File: src/rtl/bandai_mapper_pkg.sv
// bandai_mapper_pkg: bus addresses, sync pattern and sequencer states for the Bandai 2003 mapper configurator.
// Latency: n/a (constants and types only).
// Backpressure: n/a.
package bandai_mapper_pkg;

    localparam logic [7:0] ADDR_UNLK_A = 8'h5A;
    localparam logic [7:0] ADDR_UNLK_B = 8'hA5;
    localparam logic [7:0] ADDR_LAO    = 8'hC0;
    localparam logic [7:0] ADDR_BRAM   = 8'hC1;
    localparam logic [7:0] ADDR_BROM0  = 8'hC2;
    localparam logic [7:0] ADDR_BROM1  = 8'hC3;

    // SO stream the mapper emits after a successful unlock, checked LSB first.
    localparam int                   SYNC_LEN = 18;
    localparam logic [SYNC_LEN-1:0]  SYNC_PAT = {1'b0, 16'h28A0, 1'b0};

    typedef enum logic [3:0] {
        S_IDLE,
        S_UNLK_A,
        S_UNLK_B,
        S_SYNC,
        S_WR_SETUP,
        S_WR_LOW,
        S_WR_HOLD,
        S_WR_IDLE,
`ifdef CFG_READBACK_EN
        S_RB_SETUP,
        S_RB_WAIT,
        S_RB_IDLE,
`endif
        S_DONE,
        S_ERR
    } state_t;

    // Bank register address for register index 0..3 (C0h..C3h).
    function automatic logic [7:0] reg_addr(input logic [1:0] idx);
        return ADDR_LAO + {6'd0, idx};
    endfunction

endpackage

File: src/rtl/bandai_so_checker.sv
// bandai_so_checker: compares the mapper SO stream LSB-first against SYNC_PAT while armed.
// Latency: verdict is combinational for the bit sampled on the coming edge; counter advances per armed cycle.
// Backpressure: none; dropping arm clears the bit counter.
module bandai_so_checker
    import bandai_mapper_pkg::*;
(
    input  logic CLK,
    input  logic RSTn,
    input  logic arm,
    input  logic m_so,
    output logic match_ok,
    output logic mismatch
);

    logic [4:0] bit_cnt_q;
    logic [4:0] bit_cnt_d;
    logic       exp_bit;
    logic       last_bit;

    // Verdict for the bit sampled on the coming edge, and the next bit index.
    always_comb begin
        exp_bit   = SYNC_PAT[bit_cnt_q];
        last_bit  = (bit_cnt_q == 5'(SYNC_LEN - 1));
        mismatch  = arm && (m_so != exp_bit);
        match_ok  = arm && (m_so == exp_bit) && last_bit;
        bit_cnt_d = 5'd0;
        if (arm && !last_bit) begin
            bit_cnt_d = bit_cnt_q + 5'd1;
        end
    end

    // Bit counter register.
    always_ff @(posedge CLK or negedge RSTn) begin
        if (!RSTn) begin
            bit_cnt_q <= 5'd0;
        end else begin
            bit_cnt_q <= bit_cnt_d;
        end
    end

endmodule

File: src/rtl/bandai_mapper_cfg.sv
// bandai_mapper_cfg: unlocks the Bandai 2003 mapper, checks its SO sync and writes bank registers C0h-C3h (readback under CFG_READBACK_EN).
// Latency: 4*(3+WR_LOW_CYC) busy cycles when already unlocked, 20 more for unlock+sync, plus 4*(2+RD_WAIT_CYC) with readback.
// Backpressure: start is ignored while busy; done/err hold until the next accepted start.
module bandai_mapper_cfg
    import bandai_mapper_pkg::*;
#(
    parameter int WR_LOW_CYC  = 2,
    parameter int RD_WAIT_CYC = 2
) (
    input  logic       CLK,
    input  logic       RSTn,
    input  logic       start,
    input  logic [7:0] cfg_lao,
    input  logic [7:0] cfg_bram,
    input  logic [7:0] cfg_brom0,
    input  logic [7:0] cfg_brom1,
    output logic       busy,
    output logic       done,
    output logic       err,
    output logic       unlocked,
    output logic [7:0] m_addr,
    output logic [7:0] m_dq_o,
    output logic       m_dq_oe,
    input  logic [7:0] m_dq_i,
    output logic       m_cen,
    output logic       m_wen,
    output logic       m_oen,
    output logic       m_ssn,
    input  logic       m_so
);

    // One shared wait counter covers both the WEn-low and the OEn-low phases.
    localparam int MAX_WAIT = (WR_LOW_CYC > RD_WAIT_CYC) ? WR_LOW_CYC : RD_WAIT_CYC;
    localparam int CNT_W    = (MAX_WAIT > 1) ? $clog2(MAX_WAIT) : 1;

    state_t                state_q, state_d;
    logic [1:0]            idx_q, idx_d;
    logic [CNT_W-1:0]      cnt_q, cnt_d;
    logic [3:0][7:0]       cfg_q, cfg_d;
    logic                  busy_q, busy_d;
    logic                  done_q, done_d;
    logic                  err_q, err_d;
    logic                  unlocked_q, unlocked_d;

    logic [7:0]            m_addr_q, m_addr_d;
    logic [7:0]            m_dq_o_q, m_dq_o_d;
    logic                  m_dq_oe_q, m_dq_oe_d;
    logic                  m_cen_q, m_cen_d;
    logic                  m_wen_q, m_wen_d;
    logic                  m_oen_q, m_oen_d;
    logic                  m_ssn_q, m_ssn_d;

    logic                  so_arm;
    logic                  so_match;
    logic                  so_mismatch;

    assign so_arm = (state_q == S_SYNC);

    bandai_so_checker u_so_checker (
        .CLK      (CLK),
        .RSTn     (RSTn),
        .arm      (so_arm),
        .m_so     (m_so),
        .match_ok (so_match),
        .mismatch (so_mismatch)
    );

`ifndef CFG_READBACK_EN
    // DQ input only matters when registers are read back.
    logic unused_dq_i;
    assign unused_dq_i = ^m_dq_i;
`endif

    // Next-state and status logic for the unlock / sync / write (/ readback) sequence.
    always_comb begin
        state_d    = state_q;
        idx_d      = idx_q;
        cnt_d      = cnt_q;
        cfg_d      = cfg_q;
        busy_d     = busy_q;
        done_d     = done_q;
        err_d      = err_q;
        unlocked_d = unlocked_q;
        case (state_q)
            S_IDLE, S_DONE, S_ERR: begin
                if (start) begin
                    cfg_d   = {cfg_brom1, cfg_brom0, cfg_bram, cfg_lao};
                    done_d  = 1'b0;
                    err_d   = 1'b0;
                    busy_d  = 1'b1;
                    idx_d   = 2'd0;
                    cnt_d   = '0;
                    state_d = unlocked_q ? S_WR_SETUP : S_UNLK_A;
                end
            end
            S_UNLK_A: state_d = S_UNLK_B;
            S_UNLK_B: state_d = S_SYNC;
            S_SYNC: begin
                if (so_mismatch) begin
                    busy_d  = 1'b0;
                    err_d   = 1'b1;
                    state_d = S_ERR;
                end else if (so_match) begin
                    unlocked_d = 1'b1;
                    idx_d      = 2'd0;
                    state_d    = S_WR_SETUP;
                end
            end
            S_WR_SETUP: begin
                cnt_d   = '0;
                state_d = S_WR_LOW;
            end
            S_WR_LOW: begin
                if (cnt_q == CNT_W'(WR_LOW_CYC - 1)) begin
                    state_d = S_WR_HOLD;
                end else begin
                    cnt_d = cnt_q + 1'b1;
                end
            end
            S_WR_HOLD: state_d = S_WR_IDLE;
            S_WR_IDLE: begin
                if (idx_q != 2'd3) begin
                    idx_d   = idx_q + 2'd1;
                    state_d = S_WR_SETUP;
                end else begin
`ifdef CFG_READBACK_EN
                    idx_d   = 2'd0;
                    state_d = S_RB_SETUP;
`else
                    busy_d  = 1'b0;
                    done_d  = 1'b1;
                    state_d = S_DONE;
`endif
                end
            end
`ifdef CFG_READBACK_EN
            S_RB_SETUP: begin
                cnt_d   = '0;
                state_d = S_RB_WAIT;
            end
            S_RB_WAIT: begin
                if (cnt_q == CNT_W'(RD_WAIT_CYC - 1)) begin
                    if (m_dq_i != cfg_q[idx_q]) begin
                        busy_d  = 1'b0;
                        err_d   = 1'b1;
                        state_d = S_ERR;
                    end else begin
                        state_d = S_RB_IDLE;
                    end
                end else begin
                    cnt_d = cnt_q + 1'b1;
                end
            end
            S_RB_IDLE: begin
                if (idx_q != 2'd3) begin
                    idx_d   = idx_q + 2'd1;
                    state_d = S_RB_SETUP;
                end else begin
                    busy_d  = 1'b0;
                    done_d  = 1'b1;
                    state_d = S_DONE;
                end
            end
`endif
            default: state_d = S_IDLE;
        endcase
    end

    // Bus values for the state being entered, so every strobe comes straight off a flop.
    always_comb begin
        m_addr_d  = 8'h00;
        m_dq_o_d  = 8'h00;
        m_dq_oe_d = 1'b0;
        m_cen_d   = 1'b1;
        m_wen_d   = 1'b1;
        m_oen_d   = 1'b1;
        m_ssn_d   = 1'b1;
        case (state_d)
            S_UNLK_A: m_addr_d = ADDR_UNLK_A;
            S_UNLK_B: m_addr_d = ADDR_UNLK_B;
            S_WR_SETUP, S_WR_LOW, S_WR_HOLD: begin
                m_addr_d  = reg_addr(idx_d);
                m_dq_o_d  = cfg_d[idx_d];
                m_dq_oe_d = 1'b1;
                m_cen_d   = 1'b0;
                m_wen_d   = (state_d != S_WR_LOW);
            end
`ifdef CFG_READBACK_EN
            S_RB_SETUP, S_RB_WAIT: begin
                m_addr_d = reg_addr(idx_d);
                m_cen_d  = 1'b0;
                m_oen_d  = (state_d != S_RB_WAIT);
            end
`endif
            default: ;
        endcase
    end

    // State, status and bus registers; async reset forces the idle bus immediately.
    always_ff @(posedge CLK or negedge RSTn) begin
        if (!RSTn) begin
            state_q    <= S_IDLE;
            idx_q      <= 2'd0;
            cnt_q      <= '0;
            cfg_q      <= '0;
            busy_q     <= 1'b0;
            done_q     <= 1'b0;
            err_q      <= 1'b0;
            unlocked_q <= 1'b0;
            m_addr_q   <= 8'h00;
            m_dq_o_q   <= 8'h00;
            m_dq_oe_q  <= 1'b0;
            m_cen_q    <= 1'b1;
            m_wen_q    <= 1'b1;
            m_oen_q    <= 1'b1;
            m_ssn_q    <= 1'b1;
        end else begin
            state_q    <= state_d;
            idx_q      <= idx_d;
            cnt_q      <= cnt_d;
            cfg_q      <= cfg_d;
            busy_q     <= busy_d;
            done_q     <= done_d;
            err_q      <= err_d;
            unlocked_q <= unlocked_d;
            m_addr_q   <= m_addr_d;
            m_dq_o_q   <= m_dq_o_d;
            m_dq_oe_q  <= m_dq_oe_d;
            m_cen_q    <= m_cen_d;
            m_wen_q    <= m_wen_d;
            m_oen_q    <= m_oen_d;
            m_ssn_q    <= m_ssn_d;
        end
    end

    assign busy     = busy_q;
    assign done     = done_q;
    assign err      = err_q;
    assign unlocked = unlocked_q;
    assign m_addr   = m_addr_q;
    assign m_dq_o   = m_dq_o_q;
    assign m_dq_oe  = m_dq_oe_q;
    assign m_cen    = m_cen_q;
    assign m_wen    = m_wen_q;
    assign m_oen    = m_oen_q;
    assign m_ssn    = m_ssn_q;

endmodule

File: config.mk
export PLATFORM = sky130hd
export DESIGN_NAME = bandai_mapper_cfg
export DESIGN_NICKNAME = d
export VERILOG_FILES = /design/src/rtl/bandai_mapper_pkg.sv /design/src/rtl/bandai_so_checker.sv /design/src/rtl/bandai_mapper_cfg.sv
export SDC_FILE = /design/constraint.sdc
export NUM_CORES = 1
export LEC_CHECK = 0
export BUFFER_PORTS_ARGS = -buffer_cell sky130_fd_sc_hd__buf_2
export CAP_MARGIN = 20
export CORE_MARGIN = 4
export CORE_UTILIZATION = 54
export CTS_BUF_LIST = sky130_fd_sc_hd__clkbuf_2
export CTS_CLUSTER_DIAMETER = 200
export CTS_CLUSTER_SIZE = 24
export DETAILED_ROUTE_END_ITERATION = 6
export PLACE_DENSITY = 0.8
export SYNTH_ARGS = -nofsm -noshare
export SYNTH_HDL_FRONTEND = slang
export SYNTH_SLANG_ARGS = --single-unit
File: constraint.sdc
create_clock -name CLK -period 4.7 [get_ports CLK]
set_input_delay 0.705 -clock CLK [delete_from_list [all_inputs] [get_ports CLK]]
set_output_delay 0.705 -clock CLK [all_outputs]
set_load 0.005 [all_outputs]
==> results of run 1 <==
## power by group through the flow
stage          logic, mW  registers [mW]  clock network (mW)
2_1_floorplan      0.578           0.811                   0
3_3_place_gp       0.663           0.834                   0
3_5_place_dp       0.687           0.849                   0
4_1_cts            0.690           0.837               0.378
5_1_grt            0.762           0.859               0.416
6_report           0.679           0.834               0.373
## worst reg2reg max path: cells and delay by family (launching register included)
kind,cells,cell delay (ns)
buffers and inverters,1,0.09
adders and majority gates,1,0.19
and+or+nand+nor,1,0.12
DFF,1,0.47
xor gates and xnor gates,1,0.32
AOI/OAI and AO/OA,4,1.13
## cell families after synthesis
kind of cell / after synthesis
buf+inv: 26
simple gates: 44
flops: 65
compound gates: 31
other cells: 1
xor+xnor: 4
fa+ha+maj: 4
mux: 57
## cells in the final DEF, fill, tap and decap left out, types with 2 or more instances in the layout
master	n
nand2b_1	3
a21o_1	4
dfstp_2	2
nor3_2	8
buf_2	58
nor2b_1	2
ha_1	4
xor2_1	2
clkbuf_2	10
bufinv_16	2
nand2_1	4
and3_1	2
o21ai_0	5
nor2_1	12
a22o_1	2
mux2i_1	17
a21oi_1	5
dfrtp_1	63
buf_4	3
inv_1	12
clkinv_2	2
mux2_2	40
nand3_1	5
conb_1	2
or2_2	2
## path summary, 6_finish.rpt
| check | end | slack [ns] | cells past startpoint |
|---|---|---|---|
| max reg2reg | m_addr[7]$_DFF_PN0_ | 2.24 | 8 |
| min | m_addr[7]$_DFF_PN0_ | 0.36 | 2 |
| max | m_addr[7]$_DFF_PN0_ | 2.24 | 8 |
| min in group CLK | cfg_q[4]$_DFF_PN0_ | 0.44 | 2 |
| max in group asynchronous | u_so_checker.bit_cnt_q[1]$_DFF_PN0_ | 3.81 | 2 |
| min reg2reg | cfg_q[28]$_DFF_PN0_ | 0.52 | 1 |
## registers in the layout (all words and copies together), names as in the netlist, 2 cells and up
signal / count
state_q: 4
m_dq_o: 8
idx_q: 2
u_so_checker.bit_cnt_q: 5
m_addr: 6
cfg_q: 32
## per-stage QoR
step / util / worst slack [ns] / instances / area, sq um / total power, mW
6_report: 0.630 / 2.24 / 368 / 3450 / 1.89
4_1_cts: 0.630 / 2.21 / 368 / 3450 / 1.91
2_1_floorplan: - / 2.73 / 233 / 3040 / 1.39
3_3_place_gp: 0.605 / 2.30 / 352 / 3310 / 1.50
3_5_place_dp: 0.605 / 2.23 / 352 / 3310 / 1.54
5_1_grt: 0.630 / 1.94 / 368 / 3450 / 2.04
## synth_stat cells, drive strengths merged, types with 2 or more instances
cell,count,share of area
and3,2,0.0041
nor2b,2,0.0041
ha,4,0.016
dfstp,2,0.017
a22o,2,0.0058
mux2i,17,0.056
o21ai,6,0.011
nand3,5,0.0082
nor2,12,0.015
a21o,4,0.0099
mux2,40,0.15
xor2,2,0.0058
a21oi,6,0.014
buf,14,0.045
xnor2,2,0.0082
dfrtp,63,0.52
nand2,4,0.0049
nand2b,3,0.0062
or2,2,0.0041
inv,12,0.015
o22ai,2,0.0062
nor3,8,0.026
## cell type report
type / count / area share
inverters: 12 / 0.0131
clock inverters: 6 / 0.0240
well taps: 72 / 0.0261
repair buffers: 61 / 0.0908
flip-flops and latches: 65 / 0.473
clock buffers: 10 / 0.0145
multi-input cells: 142 / 0.359
## metal layers
layer | vias to the layer above | global-route usage | part of all wire
met2 | 54 | 0.287 | 0.47
met3 | 7 | 0.0655 | 0.066
li1 | 935 | - | -
met1 | 926 | 0.229 | 0.45
met5 | - | 0 | 0
met4 | 0 | 0.0624 | 0.012
==> flow_metrics.tcl, run 1 <==
set metrics [dict create \
    status "finished, final reports clean" \
    syn_avg_cell_area_sq_um 13.1 \
    cp_max_fo 14 \
    crit_path_cell_trace "inv_1 > ha_1 > nor2b_1 > o21ai_0 > a21oi_1 > xnor2_2 > a22o_1 > o21ai_0" \
    rsz0062_at_grt "false" \
    cts_htree_levels 3 \
    fin_skew_ns 0.0198 \
    synth-compound-area-share 0.0763 \
    p_int_mw 1.26 \
    power.switching_mw 0.625 \
    min_period_over_period 0.524 \
    crit_path_start_kind "flip-flop" \
    fmax_mhz 406 \
    critPathKind "reg -> reg" \
    filler_cell_count 443 \
    wl_per_cell_microns 15.1 \
    clkSinkCount 65 \
    ys_types 47 \
    synth_ff_type "dfrtp_1" \
    multi_input_area_sq_um 1240 \
    grt_pass1_vias 2027 \
    max-vdd-ir-drop_mv 0.300 \
    switching_share 0.332 \
    worst_pin_slew_ns 0.797 \
    drv_cap 0 \
    drt_iter0_drc 87 \
    grt_overflow 0 \
    cts_made_buffers 9 \
    gr-usage-all-layers 0.181 \
    nets 339 \
    place.gp.congestion 0.833 \
    ys_seq_area_frac 0.537 \
    fin_setup_tns_ns 0 \
    cts_tree "done" \
    viasPerCell 5.22 \
    worstPathBufferInverterCount 1 \
    clock_power_share 0.198 \
    die_h_microns 83.0 \
    drv_slew 0 \
    cp_common_cell "o21ai_0" \
    synth-async-reset-ratio 1.00 \
    antenna_found_initial 0 \
    slowest_delay_ns 0.67 \
    ios 69 \
    setup_violations 0 \
    pwr-share-comb 0.360 \
    hpwl_microns 3810 \
    critPathRequiredTime_ns 5.05 \
    diodes 0 \
    crit_family "compound AO/OA/AOI/OAI gates" \
    synthXorXnorAreaFrac 0.0140 \
    fin_hold_ws_ns 0.359 \
    drt_first_pass_iters 4 \
    grt_pass1_wl_microns 9800 \
    arrival_ns 2.81 \
    start_util 0.555 \
    slew_headroom 0.468 \
    seq_power_share 0.442 \
    synth_top_family_by_area "multiplexers" \
    die_x_microns 83.0 \
    yosys.area_share.simple 0.0915 \
    die_area_sq_um 6880 \
    hold_buffers 0 \
    clock_latency_ns 0.49 \
    drive_gt1_frac 0.453 \
    period_needed_ns 2.46 \
    grt_start_max_net_pins 66 \
    row_count 27 \
    yosysWarningCount 0 \
    setup.worst_path.start "u_so_checker.bit_cnt_q[0]$_DFF_PN0_" \
    drcViolationCount 0 \
    synth-edff-count 0 \
    clk_pin_slew_ns 0.17 \
    cts_setup_buffers 0 \
    syn_inst 232 \
    p_leak_nw 1.61 \
    coreArea_sq_um 5470 \
    clock-root-buffer "clkbuf_2" \
    powerDensity_nw_per_um2 547 \
    vias 1922 \
    area_delta_synth_final_pct 13.5 \
    synth_seq_cells 65 \
    critPathSlowestCell "a22o_1" \
    wl_microns 5550 \
    seqCellArea_sq_um 1630 \
    muxShareOfSynthArea 0.204 \
    reg2reg_from "u_so_checker.bit_cnt_q[0]$_DFF_PN0_" \
    port_buffers 58 \
    cts-resized-gates 0 \
    cts_buffer_depth 2 \
    hold_class "in -> async" \
    synthAdderAreaFrac 0.0165 \
    synth_area_sq_um 3040 \
    end_kind "flip-flop" \
    ant_nets 0 \
    hold_violations 0 \
]
Power figures use the tool's default switching activity.
==> run 2, diff against run 1 <==
ABC_AREA = 1   (was not set)
PLACE_DENSITY = 0.79   (was 0.8)
clock period = 2.4 ns   (was 4.7 ns; I/O delays follow)
==> run 2 against run 1 <==
Net effect: final cell count increased by 30%; sequential power increased by 110%; first-iteration DRC count increased by 94%; flip-flop and latch count unchanged; critical path type unchanged; critical endpoint is now m_dq_o[7]$_DFF_PN0_.
==> flow_metrics.tcl, run 2 <==
set metrics [dict create \
    clock-root-buffer "clkbuf_2" \
    yosys.area_share.simple 0.250 \
    min_period_over_period 0.880 \
    crit_family "simple AND/OR/NAND/NOR gates" \
    synth_most_common_cell "dfrtp_1" \
    drt_first_pass_iters 4 \
    syn_avg_cell_area_sq_um 9.18 \
    cts_htree_levels 3 \
    hold_class "in -> reg" \
    end_kind "flip-flop" \
    yosysWarningCount 0 \
    cts_setup_buffers 0 \
    worst_pin_slew_ns 0.709 \
    area_delta_synth_final_pct 14.3 \
    worstPathBufferInverterCount 2 \
    muxShareOfSynthArea 0 \
    die_area_sq_um 7080 \
    die_x_microns 84.1 \
    ys_types 36 \
    drt_iter0_drc 169 \
    diodes 0 \
    met3_usage 0.0412 \
    gr-usage-all-layers 0.197 \
    fin_setup_tns_ns 0 \
    wl_per_cell_microns 13.9 \
    ios 69 \
    cp_common_cell "nand2_1" \
    slowest_delay_ns 0.50 \
    synth_top_family_by_area "simple AND/OR/NAND/NOR gates" \
    status "finished, final reports clean" \
    grt_pass1_wl_microns 11000 \
    synth_area_leaders "dfrtp_1 50%, or2_2 6.4%, inv_1 6.0%, o21ai_0 5.8%, nand2_1 4.9%" \
    p_leak_nw 1.78 \
    synth_area_sq_um 3130 \
    ant_nets 0 \
    cts_made_buffers 9 \
    dpl-instance-area_sq_um 3470 \
    layout_common_cells "63 x dfrtp_1, 58 x buf_2, 50 x inv_1" \
    grt_overflow 0 \
    drive_gt1_frac 0.348 \
    drcViolationCount 0 \
    row_count 27 \
    setup_violations 0 \
    port_buffers 58 \
    vias 2413 \
    synth_top_area_cell "dfrtp_1" \
    synth_top_area_frac 0.504 \
    crit_path_start_kind "flip-flop" \
    powerDensity_nw_per_um2 1270 \
    drv_slew 0 \
    syn_inst 341 \
    slew_headroom 0.527 \
    synth-async-reset-ratio 1.00 \
    largest_reg_flops 32 \
    synth_ff_type "dfrtp_1" \
    regMostFlops "cfg_q" \
    synth_seq_cells 65 \
    nets 449 \
    final_cells 477 \
    place.gp.congestion 0.868 \
    critPathSlowestCell "dfrtp_1" \
    clkSinkCount 65 \
    die_h_microns 84.1 \
    cp_max_fo 34 \
    hold_violations 0 \
    cts-resized-gates 0 \
    seqCellArea_sq_um 1630 \
    critPathKind "reg -> reg" \
    critPathRequiredTime_ns 2.79 \
    final_common_cell "dfrtp_1" \
    viasPerCell 5.06 \
    final_cell_area_sq_um 3580 \
    arrival_ns 2.50 \
    fin_skew_ns 0.0204 \
    antenna_found_initial 0 \
    clock_latency_ns 0.50 \
    clk_pin_slew_ns 0.17 \
    hold_buffers 1 \
    drv_cap 0 \
    synthTopCellsByCount "63 x dfrtp_1, 50 x inv_1, 41 x nand2_1" \
    rsz0062_at_grt "false" \
    crit_path_cell_trace "nand2_2 > nand2_2 > nor2_4 > buf_4 > nand2_1 > o2111ai_1 > nand2_1 > nand2_1 > buf_4 > a21oi_1" \
    synth-edff-count 0 \
    ys_seq_area_frac 0.520 \
    period_needed_ns 2.11 \
    multi_input_area_sq_um 1200 \
    grt_pass1_vias 2304 \
    wl_microns 6610 \
    dp.cells 461 \
    start_util 0.562 \
    max-vdd-ir-drop_mv 0.604 \
    cts_buffer_depth 2 \
    synth-compound-area-share 0.108 \
    filler_cell_count 472 \
    top_usage_layer "met2" \
    synthAdderAreaFrac 0.0160 \
    grt_start_max_net_pins 43 \
    cts_tree "done" \
    dpl_worst_slack_ns 0.338 \
    coreArea_sq_um 5570 \
    synthXorXnorAreaFrac 0.00839 \
    fin_hold_ws_ns 0.111 \
    use_met2 0.296 \
    postLayoutSetupSlackWorst_ns 0.288 \
    fmax_mhz 473 \
    hpwl_microns 4800 \
    grtUsageMet1 0.273 \
]
-- run 2: where the power goes --
part | internal, mW | leakage [nW] | switching (mW)
clock | 0.237 | 0.0631 | 0.365
combinational | 0.868 | 0.944 | 1.34
sequential | 1.57 | 0.769 | 0.158
-- run 2: layout make-up --
| cell class | instances | share of cell area |
|---|---|---|
| Multi-Input combinational cell | 207 | 0.337 |
| Timing Repair Buffer | 64 | 0.0979 |
| Clock inverter | 4 | 0.0126 |
| Clock buffer | 11 | 0.0154 |
| Inverter | 54 | 0.0567 |
| Sequential cell | 65 | 0.455 |
| Tap cell | 72 | 0.0252 |
-- run 2: final timing paths --
| path | startpoint | to | slack (ns) | cells past startpoint |
|---|---|---|---|---|
| min in group asynchronous | RSTn | unlocked$_DFFE_PN0P_ | 0.35 | 2 |
| setup / recovery | state_q[0]$_DFF_PN0_ | m_dq_o[7]$_DFF_PN0_ | 0.29 | 10 |
| hold reg to reg | done$_DFFE_PN0P_ | done$_DFFE_PN0P_ | 0.50 | 2 |
| hold / removal | cfg_brom1[6] | cfg_q[30]$_DFF_PN0_ | 0.11 | 3 |
| max in group asynchronous | RSTn | m_cen$_DFF_PN1_ | 1.38 | 3 |
| setup reg to reg | state_q[0]$_DFF_PN0_ | m_dq_o[7]$_DFF_PN0_ | 0.29 | 10 |
-- run 2: metal layers --
layer / share of wire / vias to the layer above
li1: - / 1211
met1: 0.46 / 1118
met2: 0.46 / 73
met3: 0.061 / 11
met4: 0.020 / 0
met5: 0 / -
-- run 2: tightest hold or removal path: stages --
cell and delay (ns):
buf_2 0.07, o21ai_0 0.10, inv_1 0.06
-- run 2: logic make-up after synthesis --
logic type	count (synthesis)
buf+inv	70
compound gates	57
other cells	1
xor+xnor	3
simple gates	141
fa+ha+maj	4
flops	65
-- run 2: stage by stage --
| step | utilization | power [mW] |
|---|---|---|
| after floorplan | - | 3.41 |
| after global placement | 0.622 | 3.86 |
| after detailed placement | 0.622 | 3.95 |
| after CTS | 0.642 | 4.56 |
| after global routing | 0.642 | 4.92 |
| final | 0.642 | 4.54 |
==> run 3, diff against run 2 <==
CORE_MARGIN = 10   (was 4)
REMOVE_ABC_BUFFERS = 1   (was not set)
SYNTH_HIERARCHICAL = 1   (was not set)
==> run 3 against run 2 <==
Net effect: hold slack better by 0.038 ns; final area up 7.7%; core utilization up 0.13 points; critical path depth up 6; critical path type unchanged.
==> flow_metrics.tcl, run 3 <==
set metrics [dict create \
    status "finished, final reports clean" \
    cts_buffer_depth 2 \
    ff2ff_path_depth 16 \
    p_leak_nw 2.17 \
    grt_start_max_net_pins 24 \
    holdPathStages 5 \
    nets 545 \
    hold_end "cfg_q[7]$_DFF_PN0_" \
    synth_area_sq_um 3370 \
    drt_first_pass_iters 5 \
    final_cells 577 \
    final_common_cell "inv_1" \
    antenna_found_initial 0 \
    synth-edff-count 0 \
    clkSinkCount 65 \
    fin_skew_ns 0.0253 \
    synth_top_area_cell "dfrtp_1" \
    synth_seq_cells 65 \
    setup_violations 0 \
    pwr-share-comb 0.503 \
    grt_overflow 0 \
    regMostFlops "cfg_q" \
    drv_slew 0 \
    hold_violations 0 \
    period_needed_ns 2.20 \
    wl_per_cell_microns 13.3 \
    start_util 0.562 \
    cp_max_fo 16 \
    synth-async-reset-ratio 1.00 \
    synth_area_leaders "dfrtp_1 47%, inv_1 11%, nand2_1 11%, nand3_1 6.4%, o21ai_0 3.7%" \
    die_h_microns 99.0 \
    synth_ff_type "dfrtp_1" \
    clock-root-buffer "clkbuf_2" \
    wl_met2_microns 3620 \
    ios 69 \
    crit_path_start_kind "flip-flop" \
    area_delta_synth_final_pct 14.3 \
    reg2reg_from "u_so_checker/bit_cnt_q[1]$_DFF_PN0_" \
    final_cell_area_sq_um 3850 \
    worst_pin_slew_ns 0.529 \
    viasPerCell 5.02 \
    critPathKind "reg -> reg" \
    drt_iter0_drc 118 \
    clock_power_share 0.114 \
    synth_top_area_frac 0.468 \
    ys_seq_area_frac 0.483 \
    fmax_mhz 455 \
    wl_met1_microns 3160 \
    p_int_mw 2.51 \
    place.gp.congestion 0.880 \
    cts_tree "done" \
    wl_microns 7670 \
    top_layer "met4" \
    syn_avg_cell_area_sq_um 7.80 \
    r2r_setup_slack_ns 0.20 \
    seq_power_share 0.383 \
    yosysWarningCount 6 \
    largest_reg_flops 32 \
    drive_gt1_frac 0.241 \
    filler_cell_count 522 \
    die_area_sq_um 9800 \
    grt_pass1_wl_microns 12900 \
    hpwl_microns 5460 \
    critPathRequiredTime_ns 2.83 \
    cts_htree_levels 3 \
    ant_nets 0 \
    row_count 28 \
    clk_pin_slew_ns 0.18 \
    rsz0062_at_grt "false" \
    grt_pass1_vias 2856 \
    fin_setup_tns_ns 0 \
    clock_latency_ns 0.52 \
    setup.worst_path.start "u_so_checker/bit_cnt_q[1]$_DFF_PN0_" \
    hp-start "cfg_lao[7]" \
    port_buffers 58 \
    powerDensity_nw_per_um2 1180 \
    syn_inst 432 \
    synth_most_common_cell "inv_1" \
    switching_share 0.444 \
    coreArea_sq_um 5990 \
    drcViolationCount 0 \
    layout_common_cells "102 x inv_1, 97 x nand2_1, 62 x dfrtp_1" \
    ys_types 31 \
    cts_made_buffers 9 \
    diodes 0 \
    fin_hold_ws_ns 0.149 \
    gr-usage-all-layers 0.157 \
    synthTopCellsByCount "103 x inv_1, 99 x nand2_1, 63 x dfrtp_1" \
    max-vdd-ir-drop_mv 0.613 \
    hold_class "in -> reg" \
    dp.cells 559 \
    die_x_microns 99.0 \
    power.switching_mw 2.01 \
    dr_wl_met3_microns 688 \
    dpl-instance-area_sq_um 3730 \
    min_period_over_period 0.917 \
    end_kind "flip-flop" \
    slew_headroom 0.647 \
    drv_cap 0 \
    vias 2899 \
    regToRegEndpoint "m_dq_o[4]$_DFF_PN0_" \
    arrival_ns 2.63 \
]
-- run 3: cell types whose count changed after synthesis, moves of 5 or more --
| cell | before | now |
|---|---|---|
| inv_1 | 50 | 103 |
| nand3_1 | 19 | 43 |
| a21oi_2 | 7 | 1 |
| nand2_1 | 41 | 99 |
| a21oi_1 | 3 | 8 |
| or2_2 | 32 | 0 |
| o21ai_0 | 36 | 25 |
-- run 3: how the worst max path moves through the flow --
stage	end	slack, ns	cells past startpoint
after floorplan	m_dq_o[0]$_DFF_PN0_	0.34	17
after global placement	m_dq_o[3]$_DFF_PN0_	0.17	15
after detailed placement	m_dq_o[4]$_DFF_PN0_	0.09	16
after CTS	m_dq_o[4]$_DFF_PN0_	0.03	16
after global routing	m_dq_o[4]$_DFF_PN0_	0.02	17
final	m_dq_o[4]$_DFF_PN0_	0.20	16
-- run 3: cell type report --
cell class	instances	area [sq um]	share of cell area
sequential	65	1630	0.423
multi-input combinational	242	1230	0.320
timing repair buffer	71	410	0.107
inverter	108	405	0.105
tap	75	93.8	0.0244
clock buffer	11	55.1	0.0143
clock inverter	5	23.8	0.00617
-- run 3: cell families (layout without fill, tap and decap cells) --
family	Yosys count	in the layout	synth area share
simple gates	199	199	0.287
buf+inv	126	195	0.156
flops	65	65	0.483
compound gates	37	37	0.0576
fa+ha+maj	4	4	0.0149
other cells	1	2	0.00111
-- run 3: worst max-delay path: stages (launching register included) --
cell and delay [ns]:
dfrtp_1 0.42, inv_1 0.08, ha_1 0.17, o21ai_0 0.15, nand2_1 0.09, nand3_1 0.07
nand2_1 0.06, nor2_2 0.15, inv_1 0.07, nand2_2 0.08, nand2_1 0.07, nor2_2 0.13
nor2_4 0.07, buf_8 0.15, nand3_1 0.09, nand3_2 0.09, a21oi_2 0.18
-- run 3: layer usage --
layer  GRT usage  up-vias
li1            -     1446
met1       0.191     1303
met2       0.247      124
met3      0.0489       26
met4      0.0739        0
met5           0        -
-- run 3: repair_timing --
| item | in CTS | in global routing |
|---|---|---|
| buffers inserted | 0 | 1 |
| hold endpoints to repair | 20 | 0 |
| setup endpoints to repair | 0 | 11 |
| gates resized for setup | 0 | 9 |
| hold buffers | 1 | 0 |
-- run 3: metrics by stage --
stage	power (mW)	worst slack, ns	util
2_1_floorplan	3.17	0.340	-
3_3_place_gp	3.87	0.168	0.623
4_1_cts	4.48	0.0304	0.638
3_5_place_dp	3.96	0.0875	0.623
6_report	4.53	0.200	0.643
5_1_grt	4.94	0.0187	0.643
-- run 3: power groups by stage --
stage	clock, mW	sequential [mW]	combinational (mW)
2_1_floorplan	0	1.78	1.39
3_3_place_gp	0	1.74	2.13
3_5_place_dp	0	1.76	2.20
4_1_cts	0.525	1.74	2.22
5_1_grt	0.567	1.78	2.59
6_report	0.518	1.73	2.28
